--- src/rtl/serial_parity_pkg.sv ---
// rtl/serial_parity_pkg.sv - shared frame definitions for the XOR parity link
package serial_parity_pkg;

  typedef enum logic [1:0] {
    IDLE   = 2'd0,
    DATA   = 2'd1,
    PARITY = 2'd2,
    STOP   = 2'd3
  } rx_state_e;

  localparam logic START_BIT = 1'b0;
  localparam logic STOP_BIT  = 1'b1;

  // Parity bit a transmitter sends for a word (zero-extended to 32 bits).
  function automatic logic parity_of(input logic [31:0] word, input logic odd);
    return (^word) ^ odd;
  endfunction

endpackage

--- src/rtl/serial_parity_rx_outreg.sv ---
// rtl/serial_parity_rx_outreg.sv - output holding register with valid/ready and overrun
// Optional error counter enabled by SERIAL_PARITY_RX_ERR_CNT_EN.
module serial_parity_rx_outreg #(
  parameter int DATA_W = 8,
  parameter int CNT_W  = 8
) (
  input  logic              clk,
  input  logic              rst,
`ifdef SERIAL_PARITY_RX_ERR_CNT_EN
  input  logic              err_clr,
  output logic [CNT_W-1:0]  err_count,
`endif
  input  logic              load,
  input  logic [DATA_W-1:0] load_data,
  input  logic              load_perr,
  input  logic              load_ferr,
  input  logic              rx_ready,
  output logic [DATA_W-1:0] rx_data,
  output logic              rx_valid,
  output logic              parity_err,
  output logic              frame_err,
  output logic              overrun
);

  logic [DATA_W-1:0] data_q, data_d;
  logic              valid_q, valid_d;
  logic              perr_q, perr_d;
  logic              ferr_q, ferr_d;
  logic              ovr_q, ovr_d;

  always_comb begin
    data_d  = data_q;
    valid_d = valid_q;
    perr_d  = perr_q;
    ferr_d  = ferr_q;
    ovr_d   = load & valid_q & ~rx_ready;
    if (load) begin
      data_d  = load_data;
      perr_d  = load_perr;
      ferr_d  = load_ferr;
      valid_d = 1'b1;
    end else if (valid_q && rx_ready) begin
      valid_d = 1'b0;
    end
  end

  always_ff @(posedge clk) begin
    if (rst) begin
      data_q  <= '0;
      valid_q <= 1'b0;
      perr_q  <= 1'b0;
      ferr_q  <= 1'b0;
      ovr_q   <= 1'b0;
    end else begin
      data_q  <= data_d;
      valid_q <= valid_d;
      perr_q  <= perr_d;
      ferr_q  <= ferr_d;
      ovr_q   <= ovr_d;
    end
  end

  assign rx_data    = data_q;
  assign rx_valid   = valid_q;
  assign parity_err = perr_q;
  assign frame_err  = ferr_q;
  assign overrun    = ovr_q;

`ifdef SERIAL_PARITY_RX_ERR_CNT_EN
  logic [CNT_W-1:0] cnt_q, cnt_d;
  logic [1:0]       inc;
  logic [CNT_W+1:0] sum;

  // A bad frame that also overwrites an unaccepted word counts twice.
  always_comb begin
    inc = {1'b0, load & (load_perr | load_ferr)} + {1'b0, ovr_d};
    sum = {2'b00, cnt_q} + {{CNT_W{1'b0}}, inc};
    if (err_clr) begin
      cnt_d = '0;
    end else if (sum > {2'b00, {CNT_W{1'b1}}}) begin
      cnt_d = {CNT_W{1'b1}};
    end else begin
      cnt_d = sum[CNT_W-1:0];
    end
  end

  always_ff @(posedge clk) begin
    if (rst) cnt_q <= '0;
    else     cnt_q <= cnt_d;
  end

  assign err_count = cnt_q;
`endif

endmodule

--- src/rtl/serial_parity_rx.sv ---
// rtl/serial_parity_rx.sv - XOR parity link receiver: start, DATA_W data (LSB first), parity, stop
// Optional error counter enabled by SERIAL_PARITY_RX_ERR_CNT_EN.
module serial_parity_rx
  import serial_parity_pkg::*;
#(
  parameter int DATA_W     = 8,
  parameter int ODD_PARITY = 0,
  parameter int CNT_W      = 8
) (
  input  logic              clk,
  input  logic              rst,
`ifdef SERIAL_PARITY_RX_ERR_CNT_EN
  input  logic              err_clr,
  output logic [CNT_W-1:0]  err_count,
`endif
  input  logic              bit_en,
  input  logic              rx_in,
  output logic [DATA_W-1:0] rx_data,
  output logic              rx_valid,
  input  logic              rx_ready,
  output logic              parity_err,
  output logic              frame_err,
  output logic              overrun
);

  localparam int IDX_W = (DATA_W > 1) ? $clog2(DATA_W) : 1;
  localparam logic [IDX_W-1:0] LAST_IDX = IDX_W'(DATA_W - 1);

  rx_state_e         state_q, state_d;
  logic [DATA_W-1:0] shift_q, shift_d;
  logic [IDX_W-1:0]  cnt_q, cnt_d;
  logic              acc_q, acc_d;
  logic              perr_q, perr_d;
  logic              load;

  always_ff @(posedge clk) begin
    if (rst) state_q <= IDLE;
    else     state_q <= state_d;
  end

  always_comb begin
    state_d = state_q;
    case (state_q)
      IDLE:    if (bit_en && rx_in == START_BIT) state_d = DATA;
      DATA:    if (bit_en && cnt_q == LAST_IDX) state_d = PARITY;
      PARITY:  if (bit_en) state_d = STOP;
      STOP:    if (bit_en) state_d = IDLE;
      default: state_d = IDLE;
    endcase
  end

  always_comb begin
    load = (state_q == STOP) && bit_en;
  end

  // The accumulator is seeded with the parity sense so a clean frame leaves it equal to the parity bit.
  always_comb begin
    shift_d = shift_q;
    cnt_d   = cnt_q;
    acc_d   = acc_q;
    perr_d  = perr_q;
    if (bit_en) begin
      case (state_q)
        IDLE: begin
          cnt_d = '0;
          acc_d = 1'(ODD_PARITY);
        end
        DATA: begin
          shift_d[cnt_q] = rx_in;
          acc_d          = acc_q ^ rx_in;
          cnt_d          = cnt_q + 1'b1;
        end
        PARITY:  perr_d = acc_q ^ rx_in;
        default: ;
      endcase
    end
  end

  always_ff @(posedge clk) begin
    if (rst) begin
      shift_q <= '0;
      cnt_q   <= '0;
      acc_q   <= 1'b0;
      perr_q  <= 1'b0;
    end else begin
      shift_q <= shift_d;
      cnt_q   <= cnt_d;
      acc_q   <= acc_d;
      perr_q  <= perr_d;
    end
  end

  serial_parity_rx_outreg #(
    .DATA_W (DATA_W),
    .CNT_W  (CNT_W)
  ) u_outreg (
    .clk        (clk),
    .rst        (rst),
`ifdef SERIAL_PARITY_RX_ERR_CNT_EN
    .err_clr    (err_clr),
    .err_count  (err_count),
`endif
    .load       (load),
    .load_data  (shift_q),
    .load_perr  (perr_q),
    .load_ferr  (rx_in != STOP_BIT),
    .rx_ready   (rx_ready),
    .rx_data    (rx_data),
    .rx_valid   (rx_valid),
    .parity_err (parity_err),
    .frame_err  (frame_err),
    .overrun    (overrun)
  );

endmodule

--- config.mk ---
export PLATFORM = sky130hd
export DESIGN_NAME = serial_parity_rx
export DESIGN_NICKNAME = d
export VERILOG_FILES = /design/src/rtl/serial_parity_pkg.sv /design/src/rtl/serial_parity_rx_outreg.sv /design/src/rtl/serial_parity_rx.sv
export SDC_FILE = /design/constraint.sdc
export NUM_CORES = 1
export LEC_CHECK = 0
export ABC_AREA = 0
export CAP_MARGIN = 15
export CORE_ASPECT_RATIO = 0.6
export CORE_MARGIN = 2
export CORE_UTILIZATION = 25
export CTS_CLUSTER_SIZE = 25
export DETAILED_ROUTE_END_ITERATION = 8
export PLACE_DENSITY = 0.46
export SYNTH_ARGS = -nofsm -noshare
export SYNTH_HDL_FRONTEND = slang
export SYNTH_SLANG_ARGS = --single-unit
--- constraint.sdc ---
create_clock -name clk -period 1.6 [get_ports clk]
set_input_delay 0.48 -clock clk [delete_from_list [all_inputs] [get_ports clk]]
set_output_delay 0.48 -clock clk [all_outputs]
set_load 0.02 [all_outputs]
After elaboration in Yosys (flattened, before gate mapping)
Index checks and enable logic that the tools add are counted.
W data, S select, Z words.
{ "op_classes": {"muxes": 12, "n_reduce_logical": 12, "bitwise": 5, "eq_ne": 8, "magnitude_cmp": 2, "addsub": 1} }
{ "ops": {"columns": ["cell", "count"], "rows": [
  ["$bwmux W8", 1],
  ["$mux W2", 4],
  ["$ne A2 B2 Y1 const B", 4],
  ["$pmux W2 S4", 1],
  ["$pmux W3 S2", 1],
  ["$reduce_and A2 Y1", 3],
  ["$logic_and A1 B1 Y1", 5],
  ["$eq A2 B2 Y1 const B", 2],
  ["$lt A3 B4 Y1 const B", 1],
  ["$reduce_and A4 Y1", 1],
  ["$reduce_bool A2 Y1", 2],
  ["$add A3 B1 Y3 const B", 1],
  ["$demux W1 S3", 1],
  ["$eq A3 B3 Y1 const B", 1],
  ["$ge A3 B1 Y1 const B", 1],
  ["$mux W1", 3],
  ["$and A1 B1 Y1", 2],
  ["$eq A2 B1 Y1 const B", 1],
  ["$logic_not A2 Y1", 1],
  ["$not A1 Y1", 2],
  ["$pmux W1 S2", 1],
  ["$xor A1 B1 Y1", 1]
]} }
{ "word_totals": {"register_bits": 27, "output_inout_bits": 12} }

Longest topological paths before layout
Gate-level depths: netlist of the first run.
{ "depth": {"word_depth": 5, "mapped_depth": 6, "depth_no_buf": 5} }

Modules after synthesis
Synthesis of the first run repeated with hierarchy kept, for this count alone.
{ "hier_totals": {"cells_unflattened": 129, "hier_area_um2": 1208.7} }
{ "by_module_without_submodules": {"columns": ["mod", "cells_each", "seq_area_each_um2", "instances", "area_per_inst_um2"], "rows": [
  ["serial_parity_rx", 91, 300.3, 1, 789.5],
  ["serial_parity_rx_outreg", 38, 240.2, 1, 419.2]
]} }

Worst setup path before layout of the first run
No wires, ideal clock.
{ "synth_path": {"path_type": "register -> register", "start": "reg state_q[1]", "end": "reg state_q[0]", "path_slack_ns": 0.264, "t_arrival_ns": 1.211, "path_stages_with_launch": 7, "path_cell_list": "dfxtp_1 -> inv_1 -> ha_1 -> buf_6 -> nor4_4 -> a31oi_2 -> mux2i_1"} }
{ "synth_via": {"elab_chain_cells": 3, "word_cells_on_any_way": 10} }
{ "synth_rtl": {"columns": ["item", "line_no", "rtl"], "rows": [
  ["start: declaration", "serial_parity_rx.sv:29", "rx_state_e state_q, state_d;"],
  ["start signal: assignment", "serial_parity_rx.sv:38", "else state_q <= state_d;"],
  ["$eq A2 B1 Y1, or another cell as far along", "serial_parity_rx.sv:43", "case (state_q)"],
  ["$ne A2 B2 Y1 (no line)", null, null],
  ["$reduce_and A4 Y1 (no line)", null, null]
]} }
Parallel ways exist; a longest one is shown, timed or not.
A chain may end at the register's enable or synchronous reset.

Worst setup path in the final report of the first run
{ "layout_path": {"start": "in bit_en", "end": "reg shift_q[4]"} }
{ "layout_via": {"elab_chain_cells": 1} }
{ "layout_rtl": {"columns": ["item", "line_no", "rtl"], "rows": [
  ["start: declaration", "serial_parity_rx.sv:16", "input logic bit_en,"],
  ["$reduce_and A2 Y1 (no line)", null, null],
  ["end signal: assignment", "serial_parity_rx.sv:86", "shift_q <= shift_d;"],
  ["end: declaration", "serial_parity_rx.sv:30", "logic [DATA_W-1:0] shift_q, shift_d;"]
]} }
No other way between the ends.

==> impl_metrics.tcl, run 1 <==
set metrics [dict create \
    met2_usage_pct 15.10 \
    cts_setup_buffers 0 \
    ant_nets 0 \
    fin_setup_tns_ns 0 \
    drtIter0Drc 42 \
    numClockSinks 27 \
    numCtsBuffers 3 \
    yosys.cell_count.top_type "dfxtp_1" \
    synth_top_area_share_pct 44.31 \
    synth_warnings 0 \
    ys_top_cells_by_area "dfxtp_1 (44%), a21oi_1 (8.6%), ha_1 (7.2%), nand2_1 (7.1%), nand2b_1 (3.6%)" \
    max_freq_mhz 672.0 \
    required_ns 1.78 \
    diodes 0 \
    ys_top_cells_by_count "dfxtp_1 (27), nand2_1 (23), a21oi_1 (21)" \
    critPathMaxFanout 10 \
    grt_max_degree 17 \
    outcome "finished clean" \
    cts-root-buf "clkbuf_8" \
    clk_pin_slew_ns 0.10 \
    gp_congestion 0.7641 \
    fp.coreArea_mm2 0.004636 \
    die_w_um 94.18 \
    grt_util_met1_pct 15.66 \
    synth_cell_types 30 \
    path_class "input port to flop" \
    syn-num-nets 152 \
    synth_edf_count 0 \
    area_growth_pct 25.33 \
    grt_overflow 0 \
    antenna_found_initial 0 \
    netlist_area_mm2 0.001220 \
    fin_crit_ns 1.488 \
    final_util_pct 32.98 \
    grt.total_usage_pct 11.01 \
    avgSynthCellArea_um2 8.714 \
    critPathLaunchType "input port" \
    post-route-period-util_pct 93.00 \
    crit_path_end_kind "flop" \
    p_leak_nw 0.5889 \
    wl_mm 2.623 \
    grt_pass1_wl_mm 4.498 \
    grt_pass1_vias 910 \
    row_count 19 \
    dr.pass1.iters 4 \
    yosysSeqAreaShare_pct 44.31 \
    setup_slack_ns 0.1119 \
    routed_via_density 4.487 \
    crit_arrival_ns 1.66 \
    slew_headroom_pct 79.67 \
    synth_cells 140 \
    cts_tree "built" \
    routedWlPerCell_um 11.71 \
    start_util_pct 26.32 \
    finClkSkew_ns 0.007585 \
    cts_buffer_depth 2 \
    maxCapViolCount 0 \
    fin_cells 224 \
    pin_count 17 \
    rsz0062_at_grt "no" \
    die_h_um 58.11 \
    synth_ff_type "dfxtp_1" \
    use_met3_pct 3.511 \
    finalSetupViolations 0 \
    die-area_mm2 0.005473 \
    htreeDepth 1 \
    drive_gt1_share_pct 11.18 \
    ir_worst_vdd_mv 0.2704 \
    insertion_delay_ns 0.28 \
    power_density_mw_per_mm2 1049 \
    hpwl_mm 1.981 \
    hold_path.class "flop to flop" \
    async_flop_share_pct 0 \
    vias 1005 \
    fin_nets 174 \
    post-route-drc-count 0 \
    dp_slack_ns -0.2092 \
    grt_busiest_layer "met1" \
    port_buffers 16 \
    dp.cells 220 \
    tightestPinTransition_ns 0.3029 \
    ys_ff_latch 27 \
    drv_slew 0 \
    hold_viol_final 0 \
    synth_top_cell_by_area "dfxtp_1" \
]
-- cell type report --
cell class / instances / area [µm²]
timing repair buffer: 27 / 227.7
fill: 486 / 3107
sequential: 27 / 540.5
tap: 63 / 78.83
clock buffer: 3 / 41.29
inverter: 2 / 7.507
clock inverter: 1 / 7.507
multi-input combinational: 101 / 625.6
-- registers in the layout, indices dropped and copies added, names as in the netlist --
signal / count
shift_q: 8
u_outreg.rx_data: 8
cnt_q: 3
state_q: 2
acc_q: 1
perr_q: 1
u_outreg.frame_err: 1
u_outreg.overrun: 1
u_outreg.parity_err: 1
u_outreg.rx_valid: 1
-- layer usage --
layer | routed length [µm] | vias up
met3 | 109 | 4
li1 | - | 526
met1 | 1417 | 459
met2 | 1058 | 16
met5 | 0 | -
met4 | 38 | 0
-- power by group --
part / total, mW / leakage (nW) / switching [mW] / internal [mW]
Combinational: 0.454 / 0.349 / 0.255 / 0.199
Clock: 0.401 / 0.0217 / 0.224 / 0.177
Sequential: 0.749 / 0.218 / 0.0386 / 0.710
Total: 1.60 / 0.589 / 0.517 / 1.09
-- metrics by stage --
stage	cell area [µm²]	hold slack [ns]	power [mW]
finish	1529	0.4574	1.604
global route	1529	0.4892	1.739
CTS	1519	0.4620	1.604
detailed placement	1483	0.4486	1.189
global placement	1483	0.4432	1.179
floorplan	1220	0.4284	1.099
-- worst max-delay path: stages --
cell and delay, ns:
clkdlybuf4s50_1 0.63, nand3_1 0.21, o31ai_1 0.24, a21oi_1 0.10
-- what timing repair did --
action | 4_1_cts | 5_1_grt
gates resized for setup | 13 | 1
hold endpoints to repair | 0 | 0
hold buffers | 0 | 0
setup endpoints to repair | 13 | 2
-- cell families (layout without fill, tap and decap cells) --
group | Yosys count | in the layout | synth area share [%]
and+or+nand+nor | 54 | 54 | 23.18
AOI/OAI and AO/OA | 37 | 37 | 17.54
DFF | 27 | 27 | 44.31
buffers and inverters | 12 | 33 | 5.436
adders and majority gates | 7 | 7 | 7.179
muxes | 2 | 2 | 1.641
xor gates and xnor gates | 1 | 1 | 0.7181
-- worst paths after layout --
kind / start / to / depth (start not counted) / slack (ns)
min: shift_q[3] / u_outreg.rx_data[3] / 2 / 0.46
max reg2reg: state_q[0] / acc_q / 5 / 0.20
min reg2reg: shift_q[3] / u_outreg.rx_data[3] / 2 / 0.46
max: bit_en / shift_q[4] / 4 / 0.11
-- cell usage in the layout (no fill, tap or decap), types with 2 or more instances in the layout --
cell	instances
a21oi_1	21
nor2_1	4
o21ai_0	7
nand3b_1	2
nor2b_1	3
dlygate4sd2_1	12
nand3_1	7
inv_1	2
mux2i_1	2
o31ai_1	2
a32oi_1	2
nand2_1	23
buf_4	11
ha_1	6
clkdlybuf4s50_1	4
nand2b_1	7
nand4_1	2
dfxtp_1	27
and3b_1	2
clkbuf_8	3
(Power assumes the default switching activity.)
==> run 2: changes to the inputs <==
--- a/config.mk
+++ b/config.mk
@@ -6,7 +6,6 @@
 export NUM_CORES = 1
 export LEC_CHECK = 0
 export ABC_AREA = 0
-export CAP_MARGIN = 15
 export CORE_ASPECT_RATIO = 0.6
 export CORE_MARGIN = 2
 export CORE_UTILIZATION = 25
==> results of run 2 <==
The final DEF is identical to that of run 1; final timing and power are the same.
==> run 3: changes to the inputs <==
--- a/config.mk
+++ b/config.mk
@@ -8,10 +8,11 @@
 export ABC_AREA = 0
 export CORE_ASPECT_RATIO = 0.6
 export CORE_MARGIN = 2
-export CORE_UTILIZATION = 25
+export CORE_UTILIZATION = 30
+export CTS_CLUSTER_DIAMETER = 60
 export CTS_CLUSTER_SIZE = 25
 export DETAILED_ROUTE_END_ITERATION = 8
-export PLACE_DENSITY = 0.46
+export PLACE_DENSITY = 0.52
 export SYNTH_ARGS = -nofsm -noshare
 export SYNTH_HDL_FRONTEND = slang
 export SYNTH_SLANG_ARGS = --single-unit
==> run 3 against run 2 <==
Effect of this change: via count fell by 0.70%; utilization grew 6.9 points; wire length is 1.4% lower; die area fell by 16%; first-iteration DRC count rose by 24%; worst hold slack worse by 0.0021 ns; final cell count down 6.3%; global-route usage rose by 1.6 points; critical path depth grew 2; non-clock buffer count increased by 2; clock power decreased by 3%; sequential cell count unchanged; critical endpoint is now u_outreg.rx_data[0].
==> impl_metrics.tcl, run 3 (same netlist as run 1, synthesis figures left out) <==
set metrics [dict create \
    outcome "finished clean" \
    internal_power_mw 1.085 \
    hold_viol_final 0 \
    area_growth_pct 23.90 \
    critPathLaunchType "input port" \
    numCtsBuffers 3 \
    die_h_um 53.40 \
    dr.pass1.iters 4 \
    post-route-period-util_pct 92.28 \
    ir_worst_vdd_mv 0.3342 \
    finalSetupViolations 0 \
    max_freq_mhz 677.3 \
    insertion_delay_ns 0.27 \
    wl_mm 2.587 \
    final_cell_mix "dfxtp_1 (27), nand2_1 (23), a21oi_1 (21), buf_4 (13), dlygate4sd2_1 (12)" \
    cts_resized 12 \
    numClockSinks 27 \
    hold_buffers 0 \
    grt_pass1_vias 901 \
    rsz0062_at_grt "no" \
    layout_commonest_cell "dfxtp_1" \
    vias 998 \
    ant_nets 0 \
    fp.coreArea_mm2 0.003786 \
    path_class "input port to flop" \
    crit_path_end_kind "flop" \
    antenna_found_initial 0 \
    fin_nets 176 \
    drive_gt1_share_pct 12.27 \
    cts_buffer_depth 2 \
    diodes 0 \
    start_util_pct 32.22 \
    crit_arrival_ns 1.69 \
    power_density_mw_per_mm2 1049 \
    grt_pass1_wl_mm 4.409 \
    clk_pin_slew_ns 0.09 \
    die-area_mm2 0.004609 \
    pin_count 17 \
    p_sw_mw 0.5016 \
    drtIter0Drc 52 \
    finClkSkew_ns 0.004759 \
    final_util_pct 39.92 \
    routed_via_density 4.752 \
    p_comb_share_pct 28.8 \
    slew_headroom_pct 80.06 \
    p_leak_nw 0.6007 \
    routedWlPerCell_um 12.32 \
    critPathMaxFanout 12 \
    maxCapViolCount 0 \
    grt_max_degree 16 \
    required_ns 1.81 \
    htreeDepth 1 \
    gp_congestion 0.7432 \
    die_w_um 86.33 \
    cts-root-buf "clkbuf_8" \
    grt_overflow 0 \
    swShare_pct 31.62 \
    cts_tree "built" \
    tightestPinTransition_ns 0.2971 \
    ff2ff_path_depth 5 \
    hold_depth 2 \
    reg2reg_setup_slack_ns 0.15 \
    cts_setup_buffers 0 \
    power_frac_clock_pct 24.5 \
    hpwl_mm 1.918 \
    grt.total_usage_pct 12.58 \
    drv_slew 0 \
    fin_total_pwr_mw 1.586 \
    port_buffers 16 \
    hold_path.class "flop to flop" \
    row_count 17 \
    fin_crit_ns 1.476 \
    post-route-drc-count 0 \
    p_seq_share_pct 46.8 \
]
-- run 3: cell types whose count changed in the layout (fill, tap and decap cells not counted), sizes merged --
cell,previous run,this run
clkinvlp,1,0
buf,11,13
clkinv,0,1
-- run 3: path summary, 6_finish.rpt --
kind,start,end
worst max register to register,state_q[1],state_q[0]
worst max-delay path,bit_en,u_outreg.rx_data[0]
worst min-delay path,u_outreg.rx_data[2],u_outreg.rx_data[2]
worst min register to register,u_outreg.rx_data[2],u_outreg.rx_data[2]
-- run 3: critical path: stages --
cell and delay, ns:
clkdlybuf4s50_1 0.45, buf_4 0.17, and2_1 0.24, buf_4 0.16, nand2_1 0.06, a21oi_1 0.13
-- run 3: final cells by class --
type                       count  area, µm²
inverter                       2      7.507
sequential                    27      540.5
tap                           47      58.81
clock buffer                   3      41.29
timing repair buffer          29      242.7
multi-input combinational    101      615.6
fill                         392       2275
clock inverter                 1      5.005
-- run 3: layer usage --
layer  GRT usage [%]  share of wire (%)
met1           17.60                 52
met2           18.33                 43
met3           3.432                4.8
met4           4.688                  0
met5               0                  0
-- run 3: stage by stage --
stage	setup slack (ns)	hold WS (ns)	std cells	setup TNS (ns)	cell area (µm²)
global placement	-0.1367	0.4433	206	-2.023	1478
global route	0.002805	0.4755	210	0	1511
CTS	0.002140	0.4565	210	0	1509
detailed placement	-0.1665	0.4461	206	-2.023	1478
floorplan	0.2644	0.4284	140	0	1220
finish	0.1236	0.4553	210	0	1511
-- run 3: power by group through the flow --
stage / Combinational, mW / Sequential (mW) / Clock, mW
after floorplan: 0.345 / 0.755 / 0
after global placement: 0.433 / 0.755 / 0
after detailed placement: 0.453 / 0.755 / 0
after CTS: 0.454 / 0.741 / 0.404
after global routing: 0.504 / 0.748 / 0.440
final: 0.456 / 0.742 / 0.388
